**src/rtl/mbr_sector_parser.sv**
```systemverilog
// Streams one 512-byte MBR sector, captures the four partition starting LBAs
// into shadow registers and commits them atomically when the 0x55AA signature checks out.
module mbr_sector_parser (
  input  logic        clock,
  input  logic        reset,
  input  logic        io_Start,
  input  logic [7:0]  io_Data,
  input  logic        io_DataValid,
  output logic        io_DataReady,
  output logic [31:0] io_Partition1Start,
  output logic [31:0] io_Partition2Start,
  output logic [31:0] io_Partition3Start,
  output logic [31:0] io_Partition4Start,
  output logic        io_Busy,
  output logic        io_Done,
  output logic        io_Error
);

  localparam logic [8:0] TABLE_BASE    = 9'h1C6;
  localparam logic [8:0] SIG_LO_OFFSET = 9'd510;
  localparam logic [8:0] SIG_HI_OFFSET = 9'd511;
  localparam logic [7:0] SIG_LO_BYTE   = 8'h55;
  localparam logic [7:0] SIG_HI_BYTE   = 8'hAA;

  typedef enum logic [1:0] {
    IDLE  = 2'd0,
    RECV  = 2'd1,
    CHECK = 2'd2
  } state_t;

  state_t     state_reg;
  logic [8:0] byte_cnt_reg;
  logic       sig_lo_reg;
  logic       sig_hi_reg;
  logic       ready_reg;
  logic       busy_reg;
  logic       done_reg;
  logic       error_reg;

  logic       accept;
  logic       start_parse;
  logic       commit;

  // ready_reg is only ever high in RECV, so it alone qualifies a byte transfer
  assign accept      = ready_reg & io_DataValid;
  assign start_parse = (state_reg == IDLE) & io_Start;
  assign commit      = (state_reg == CHECK) & sig_lo_reg & sig_hi_reg;

  always_ff @(posedge clock or negedge reset) begin
    if (!reset) begin
      state_reg    <= IDLE;
      byte_cnt_reg <= '0;
      sig_lo_reg   <= 1'b0;
      sig_hi_reg   <= 1'b0;
      ready_reg    <= 1'b0;
      busy_reg     <= 1'b0;
      done_reg     <= 1'b0;
      error_reg    <= 1'b0;
    end else begin
      case (state_reg)
        IDLE: begin
          if (io_Start) begin
            state_reg    <= RECV;
            byte_cnt_reg <= '0;
            sig_lo_reg   <= 1'b0;
            sig_hi_reg   <= 1'b0;
            error_reg    <= 1'b0;
            ready_reg    <= 1'b1;
            busy_reg     <= 1'b1;
          end
        end
        RECV: begin
          if (accept) begin
            // The counter simply wraps after offset 511; the offset compare drives the exit
            byte_cnt_reg <= byte_cnt_reg + 9'd1;
            if (byte_cnt_reg == SIG_LO_OFFSET) begin
              sig_lo_reg <= (io_Data == SIG_LO_BYTE);
            end
            if (byte_cnt_reg == SIG_HI_OFFSET) begin
              sig_hi_reg <= (io_Data == SIG_HI_BYTE);
              state_reg  <= CHECK;
              ready_reg  <= 1'b0;
              done_reg   <= 1'b1;
            end
          end
        end
        CHECK: begin
          state_reg <= IDLE;
          done_reg  <= 1'b0;
          busy_reg  <= 1'b0;
          error_reg <= ~(sig_lo_reg & sig_hi_reg);
        end
        default: begin
          state_reg <= IDLE;
          ready_reg <= 1'b0;
          busy_reg  <= 1'b0;
          done_reg  <= 1'b0;
        end
      endcase
    end
  end

  // One shadow/committed pair per partition entry; all four share the commit strobe
  generate
    for (genvar gi = 0; gi < 4; gi++) begin : gen_entry
      localparam logic [8:0] ENTRY_BASE = TABLE_BASE + 9'(16 * gi);

      logic [31:0] shadow_reg;
      logic [31:0] committed_reg;

      always_ff @(posedge clock or negedge reset) begin
        if (!reset) begin
          shadow_reg    <= '0;
          committed_reg <= '0;
        end else begin
          if (start_parse) begin
            shadow_reg <= '0;
          end else if (accept) begin
            for (int k = 0; k < 4; k++) begin
              if (byte_cnt_reg == ENTRY_BASE + 9'(k)) begin
                shadow_reg[8*k +: 8] <= io_Data;
              end
            end
          end
          if (commit) begin
            committed_reg <= shadow_reg;
          end
        end
      end
    end
  endgenerate

  assign io_Partition1Start = gen_entry[0].committed_reg;
  assign io_Partition2Start = gen_entry[1].committed_reg;
  assign io_Partition3Start = gen_entry[2].committed_reg;
  assign io_Partition4Start = gen_entry[3].committed_reg;

  assign io_DataReady = ready_reg;
  assign io_Busy      = busy_reg;
  assign io_Done      = done_reg;
  assign io_Error     = error_reg;

endmodule

```
**config.mk**
```make
export PLATFORM = sky130hd
export DESIGN_NAME = mbr_sector_parser
export DESIGN_NICKNAME = d
export VERILOG_FILES = /design/src/rtl/mbr_sector_parser.sv
export SDC_FILE = /design/constraint.sdc
export NUM_CORES = 1
export LEC_CHECK = 0
export ABC_CLOCK_PERIOD_IN_PS = 5400
export BUFFER_PORTS_ARGS = -buffer_cell sky130_fd_sc_hd__clkbuf_2
export CAP_MARGIN = 0
export CORE_ASPECT_RATIO = 0.5
export CORE_MARGIN = 2
export CORE_UTILIZATION = 45
export DETAILED_ROUTE_END_ITERATION = 6
export PLACE_DENSITY = 0.67
export SLEW_MARGIN = 25
export SYNTH_ARGS = -nofsm -noshare
export SYNTH_HDL_FRONTEND = slang
export SYNTH_SLANG_ARGS = --single-unit
```
**constraint.sdc**
```tcl
create_clock -name clock -period 5.4 [get_ports clock]
set_clock_uncertainty 0.15 [all_clocks]
set_input_delay 1.08 -clock clock [delete_from_list [all_inputs] [get_ports clock]]
set_output_delay 1.08 -clock clock [all_outputs]
set_load 0.005 [all_outputs]
```
# [Word-level counts from Yosys, hierarchy flattened]
# Index checks and enable logic that the tools add are counted.
[word_totals] ram_bits=0 latchBits=0 inputBits=12 elab_cells=155 n_memories=0 regBits=273 mem_bits_ro=0
[op_classes] n_bitwise=9 mux=47 eq_ne=26 mul=0 magnitude_cmp=0 add_sub_neg=1 div=0 shifts=0 n_reduce_logical=44
[op_table] op="32-bit 2-to-1 mux" n=8
[op_table] op="9-bit == test (second input constant)" n=18
[op_table] op="8-bit 2-to-1 mux" n=16
[op_table] op="2-bit nonzero test" n=19
[op_table] op="2-bit AND reduction" n=18
[op_table] op="9-bit 2-to-1 mux" n=2
[op_table] op="9-bit case mux with 2 select lines" n=1
[op_table] op="4-bit AND reduction" n=3
[op_table] op="1-bit 2-to-1 mux" n=10
[op_table] op="1-bit case mux with 2 select lines" n=5
[op_table] op="9-bit by 1-bit adder with 9-bit output (second input constant)" n=1
[op_table] op="3-bit AND reduction" n=3
[op_table] op="8-bit by 7-bit == test with 1-bit output (second input constant)" n=1
[op_table] op="8-bit == test (second input constant)" n=1
[op_table] op="2-bit != test (second input constant)" n=4
[op_table] op="2-bit 2-to-1 mux" n=3
[op_table] op="1-bit bitwise AND" n=5
[op_table] op="1-bit inverter" n=4
[op_table] op="2-bit case mux with 2 select lines" n=1
[op_table] op="1-bit case mux with 3 select lines" n=1
[op_table] op="2-bit by 1-bit == test with 1-bit output (second input constant)" n=1
[op_table] op="2-bit == test (second input constant)" n=1
[op_table] op="2-bit zero test" n=1

# [Depth between registers and ports, before layout]
[depth] word_depth=4 mapped_depth=8

# [Worst setup path before layout]
# No wires, ideal clock.
[synth_path] path_kind="in2reg" start="input io_Start" end="register gen_entry[2].shadow_reg[4]" arrival_ps=2111 path_buffers=3 slack_ps=3007 cell_stages=6 cell_sequence="or3b_4 > buf_6 > buf_2 > buf_1 > nand3_1 > o21ai_1"
[synth_between] elab_chain_cells=3 elab_cells_between_ends=5 cone_classes="mux: 1; bitwise: 1; reduce/logical: 3"
[synth_rtl] item="start, declared" line_no="6" rtl="input logic io_Start,"
[synth_rtl] item="1-bit bitwise AND *" line_no="46" rtl="assign start_parse = (state_reg == IDLE) & io_Start;"
[synth_rtl] item="2-bit nonzero test (no line)"
[synth_rtl] item="2-bit AND reduction (no line)"
[synth_rtl] item="end signal, assigned by index" line_no="121" rtl="shadow_reg[8*k +: 8] <= io_Data;"
[synth_rtl] item="end, declared" line_no="108" rtl="logic [31:0] shadow_reg;"
# Every way passes the cells marked *; elsewhere a longest branch is shown, timed or not.
# A chain may end at the register's enable or synchronous reset.

# [Worst setup path after layout]
[layout_path] start="input io_Start" end="register gen_entry[0].shadow_reg[14]"
[layout_between] elab_chain_cells=3 elab_cells_between_ends=5 cone_classes="mux: 1; bitwise: 1; reduce/logical: 3"
[layout_rtl] item="1-bit bitwise AND *" line_no="46"
[layout_rtl] item="2-bit nonzero test (no line)"
[layout_rtl] item="2-bit AND reduction (no line)"
[layout_rtl] item="end signal, assigned by index" line_no="121"
[layout_rtl] item="end, declared" line_no="108"
# Marked as above.

==> results.md <==
Synthesis:
- The number of synthesized flops with an enable pin is 0.
- The share of synthesized area in the top cell type comes to about two thirds.
- In this run, synthesis produced a sequential element count of about 270.
- The fraction of registers with async set/reset is 100%.
- After synthesis, flip-flops and latches occupy 65.1% of the total area.
- In this run the cell area of the synthesized design comes to around 10000 sq um.
- The cell taking the most area after synthesis is dfrtp_1.
- Yosys attributes the largest share of cell area to dfrtp_1 (65%), mux2_2 (14%), nand3_1 (6.3%).
- The mean cell area of the mapped netlist is approximately 13 sq um.
- The number of warnings printed during yosys synthesis is 0.
- The commonest cells after synthesis are dfrtp_1 (273), nand3_1 (132), mux2_2 (128).
- The gate count of the mapped netlist is 822.
- The post-synthesis cell type count is 36.
- In the post-synthesis netlist, the cell with the most instances is dfrtp_1.
- The dominant synthesized flop cell is dfrtp_1.
- The net count of the mapped netlist is 839.

Run:
- Across the run, the number of max-cap violations was 0.

Clocking:
- Clock tree synthesis found a total of 273 sinks.
- The CTS clock-pin slew for the worst setup and hold paths is 70 ps.
- The clock tree root buffer cell is clkbuf_16.
- CTS built an H-tree with a depth of 1.
- Buffers added to address setup during post-CTS repair amount to 0.
- The number of clock buffers added by TritonCTS is 25.
- The maximum count of clock buffers along a single path is 3.
- The TritonCTS clock tree is done.
- The count of hold-fix buffers inserted at cts is 0.
- The later-pin clock latency in the skew report is between 500 and 600 ps.
- The post-CTS resize count is 0.

Floorplan:
- The placeable core area is 22800 sq um.
- The number of rows in the core area is 39.
- The die span in y is around 110 um.
- Once the floorplan was initialized, standard cells occupied 46.0% of the core.
- The die is 220 um wide.
- Pin placement for this block handled 144 I/O pins.
- The die covers 24600 sq um.

Worst setup path:
- At the worst endpoint, the required time is 5600 ps.
- Of all nets on the critical path, the largest fanout is 56.
- The classification of the worst setup path is in -> reg.
- The setup slack of the most critical reg-to-reg path is 2840 ps.
- Counting both buffers and inverters, the worst setup path holds a total of 2.
- Walking the worst path, the cells encountered are clkbuf_2 > or3b_4 > buf_12 > nand2_1 > o21ai_0.
- The largest single stage delay on the critical path is 670 ps.
- The endpoint class of the critical path is a register.
- Data on the critical path arrives at its endpoint at 2930 ps.
- The cell with the biggest individual delay on the critical path is nand2_1.
- The family with the most delay on the worst path is simple AND/OR/NAND/NOR gates.
- The worst setup path is launched from a primary input.

Route:
- The average wire per cell in the routed design is 19.3 um.
- Wires add up to approximately 24 mm.
- The number of vias per cell after detailed routing is 5.41.
- The count of nets left with antenna violations once routing finished came out at 0.
- For this block, the via count after detailed routing is 6827.
- In the routed design, unresolved DRC markers number 0.
- The iteration count of the initial detailed-routing pass is 5.
- The DRC violation total after the first TritonRoute iteration is 518.

Global route:
- The via count of the first global-routing pass is about 6.9k.
- The first global-routing pass estimated 39.3 mm of wire.
- The total global routing track utilization is between 20% and 30%.
- The total grt overflow is 0.
- The pin count of the biggest net entering global routing is 117.
- The initial antenna violation count is 0.

Placed design:
- The sum of net half-perimeters after detailed placement is ~16 mm.
- The worst slack at placement is roughly 1800 ps.
- At the end of routability-driven placement, the weighted congestion stood at 0.816.
- The count of buffers inserted at the top-level ports is 143.

STA:
- The fraction of the cycle the final worst path needs is around 50%.
- Setup repair after global routing left no endpoint under its margin.
- The actual transition at the worst max-transition pin is 978 ps.
- The setup total negative slack is 0 ps.
- The post-route worst setup slack is 2680 ps.
- The final-report setup violation count is 0.
- The worst-case headroom to the max-slew limit is 34.8%.
- Derived from the worst setup path, the maximum achievable clock frequency is 0.367 GHz.
- The number of hold violations in the final report is 0.
- The routed design could run at a clock period as short as 2720 ps.
- The max-slew violation count is 0.

Finish:
- The share of final-layout standard cells stronger than drive strength 1 is 34.0%.
- The antenna diode count is 0.
- The number of flip-flops in the largest register is 128.
- At the end of the flow, the number of nets in the layout was 954.
- The synthesis-to-layout area growth is 17.3%.

Run status:
- The run finished with clean final reports.

Power and ir drop:
- The power per cell area is 341 nW/um^2.
- The largest voltage drop on the vdd net is 169 uV.
- The leakage power of the design is roughly 6.3 nW.

Worst hold path:
- The worst hold path belongs to the class reg -> reg.
metal layers:
metal,wire (um),up-vias,GRT usage (%)
met3,972,29,2.90
li1,-,3178,-
met1,11800,3477,31.5
met4,365,0,4.21
met5,0,-,0
met2,11200,143,30.4
final timing paths:
check | start | to | cells after the start
worst max-delay path | io_Start | gen_entry[0].shadow_reg[14] | 5
worst min-delay path | io_Done | io_Done | 1
worst max register to register | state_reg[0] | gen_entry[0].shadow_reg[14] | 4
worst min register to register | io_Done | io_Done | 1
max in group asynchronous | reset | io_Partition2Start[25] | 2
min in group asynchronous | reset | io_Partition2Start[1] | 1
metrics by stage:
| stage | hold slack [ps] | power [mW] | cells | utilization (%) | area, sq um |
|---|---|---|---|---|---|
| 2_1_floorplan | 315 | 2.20 | 822 | - | 10500 |
| 3_5_place_dp | 338 | 2.28 | 1216 | 49.8 | 11400 |
| 4_1_cts | 350 | 4.23 | 1261 | 53.8 | 12300 |
| 3_3_place_gp | 317 | 2.27 | 1216 | 49.8 | 11400 |
| 6_report | 346 | 4.20 | 1262 | 53.9 | 12300 |
| 5_1_grt | 368 | 4.34 | 1262 | 53.9 | 12300 |
layout by cell type (no fill, tap or decap), types with 2 or more instances in the layout:
master	synthesis	final
nand4_1	21	21
xnor2_1	3	3
bufinv_16	0	6
nor4bb_1	2	2
xor2_1	3	3
clkinv_2	0	8
a22o_1	2	2
o21ai_1	53	53
nand2_1	20	20
mux2_2	128	128
clkbuf_2	2	142
and2_1	2	2
and3_1	2	2
dfrtp_1	273	273
a21boi_0	2	2
buf_12	0	2
clkbuf_8	0	4
clkbuf_16	0	25
buf_4	0	5
inv_1	5	5
ha_1	5	5
nor3_1	5	5
o21ai_0	79	79
nand3_1	132	132
and4b_1	3	3
nor2_1	8	8
cell families after synthesis:
group                    after synthesis  synth area share (%)
AND/OR/NAND/NOR                      200                  9.95
flip-flops                           273                  65.1
AO/OA/AOI/OAI                        143                  7.26
XOR/XNOR                               6                 0.501
adder cells (fa/ha/maj)                5                 0.596
buffers and inverters                 67                  2.90
multiplexers                         128                  13.7
layout make-up:
type                    count  area, sq um
fillers                  1919        10500
clock inverters            15          229
multi-input cells         482         3360
flip-flops and latches    273         6830
well taps                 307          384
clock buffers              30          684
inverters                   5         18.8
repair buffers            150          803
report_power, final:
group          internal, mW  leakage (nW)  switching, mW  total (mW)
sequential             2.06          3.80         0.0304        2.09
combinational        0.0388          2.01          0.113       0.152
clock                  1.19         0.459          0.762        1.95
No activity file was read; power rests on OpenSTA's default activity.
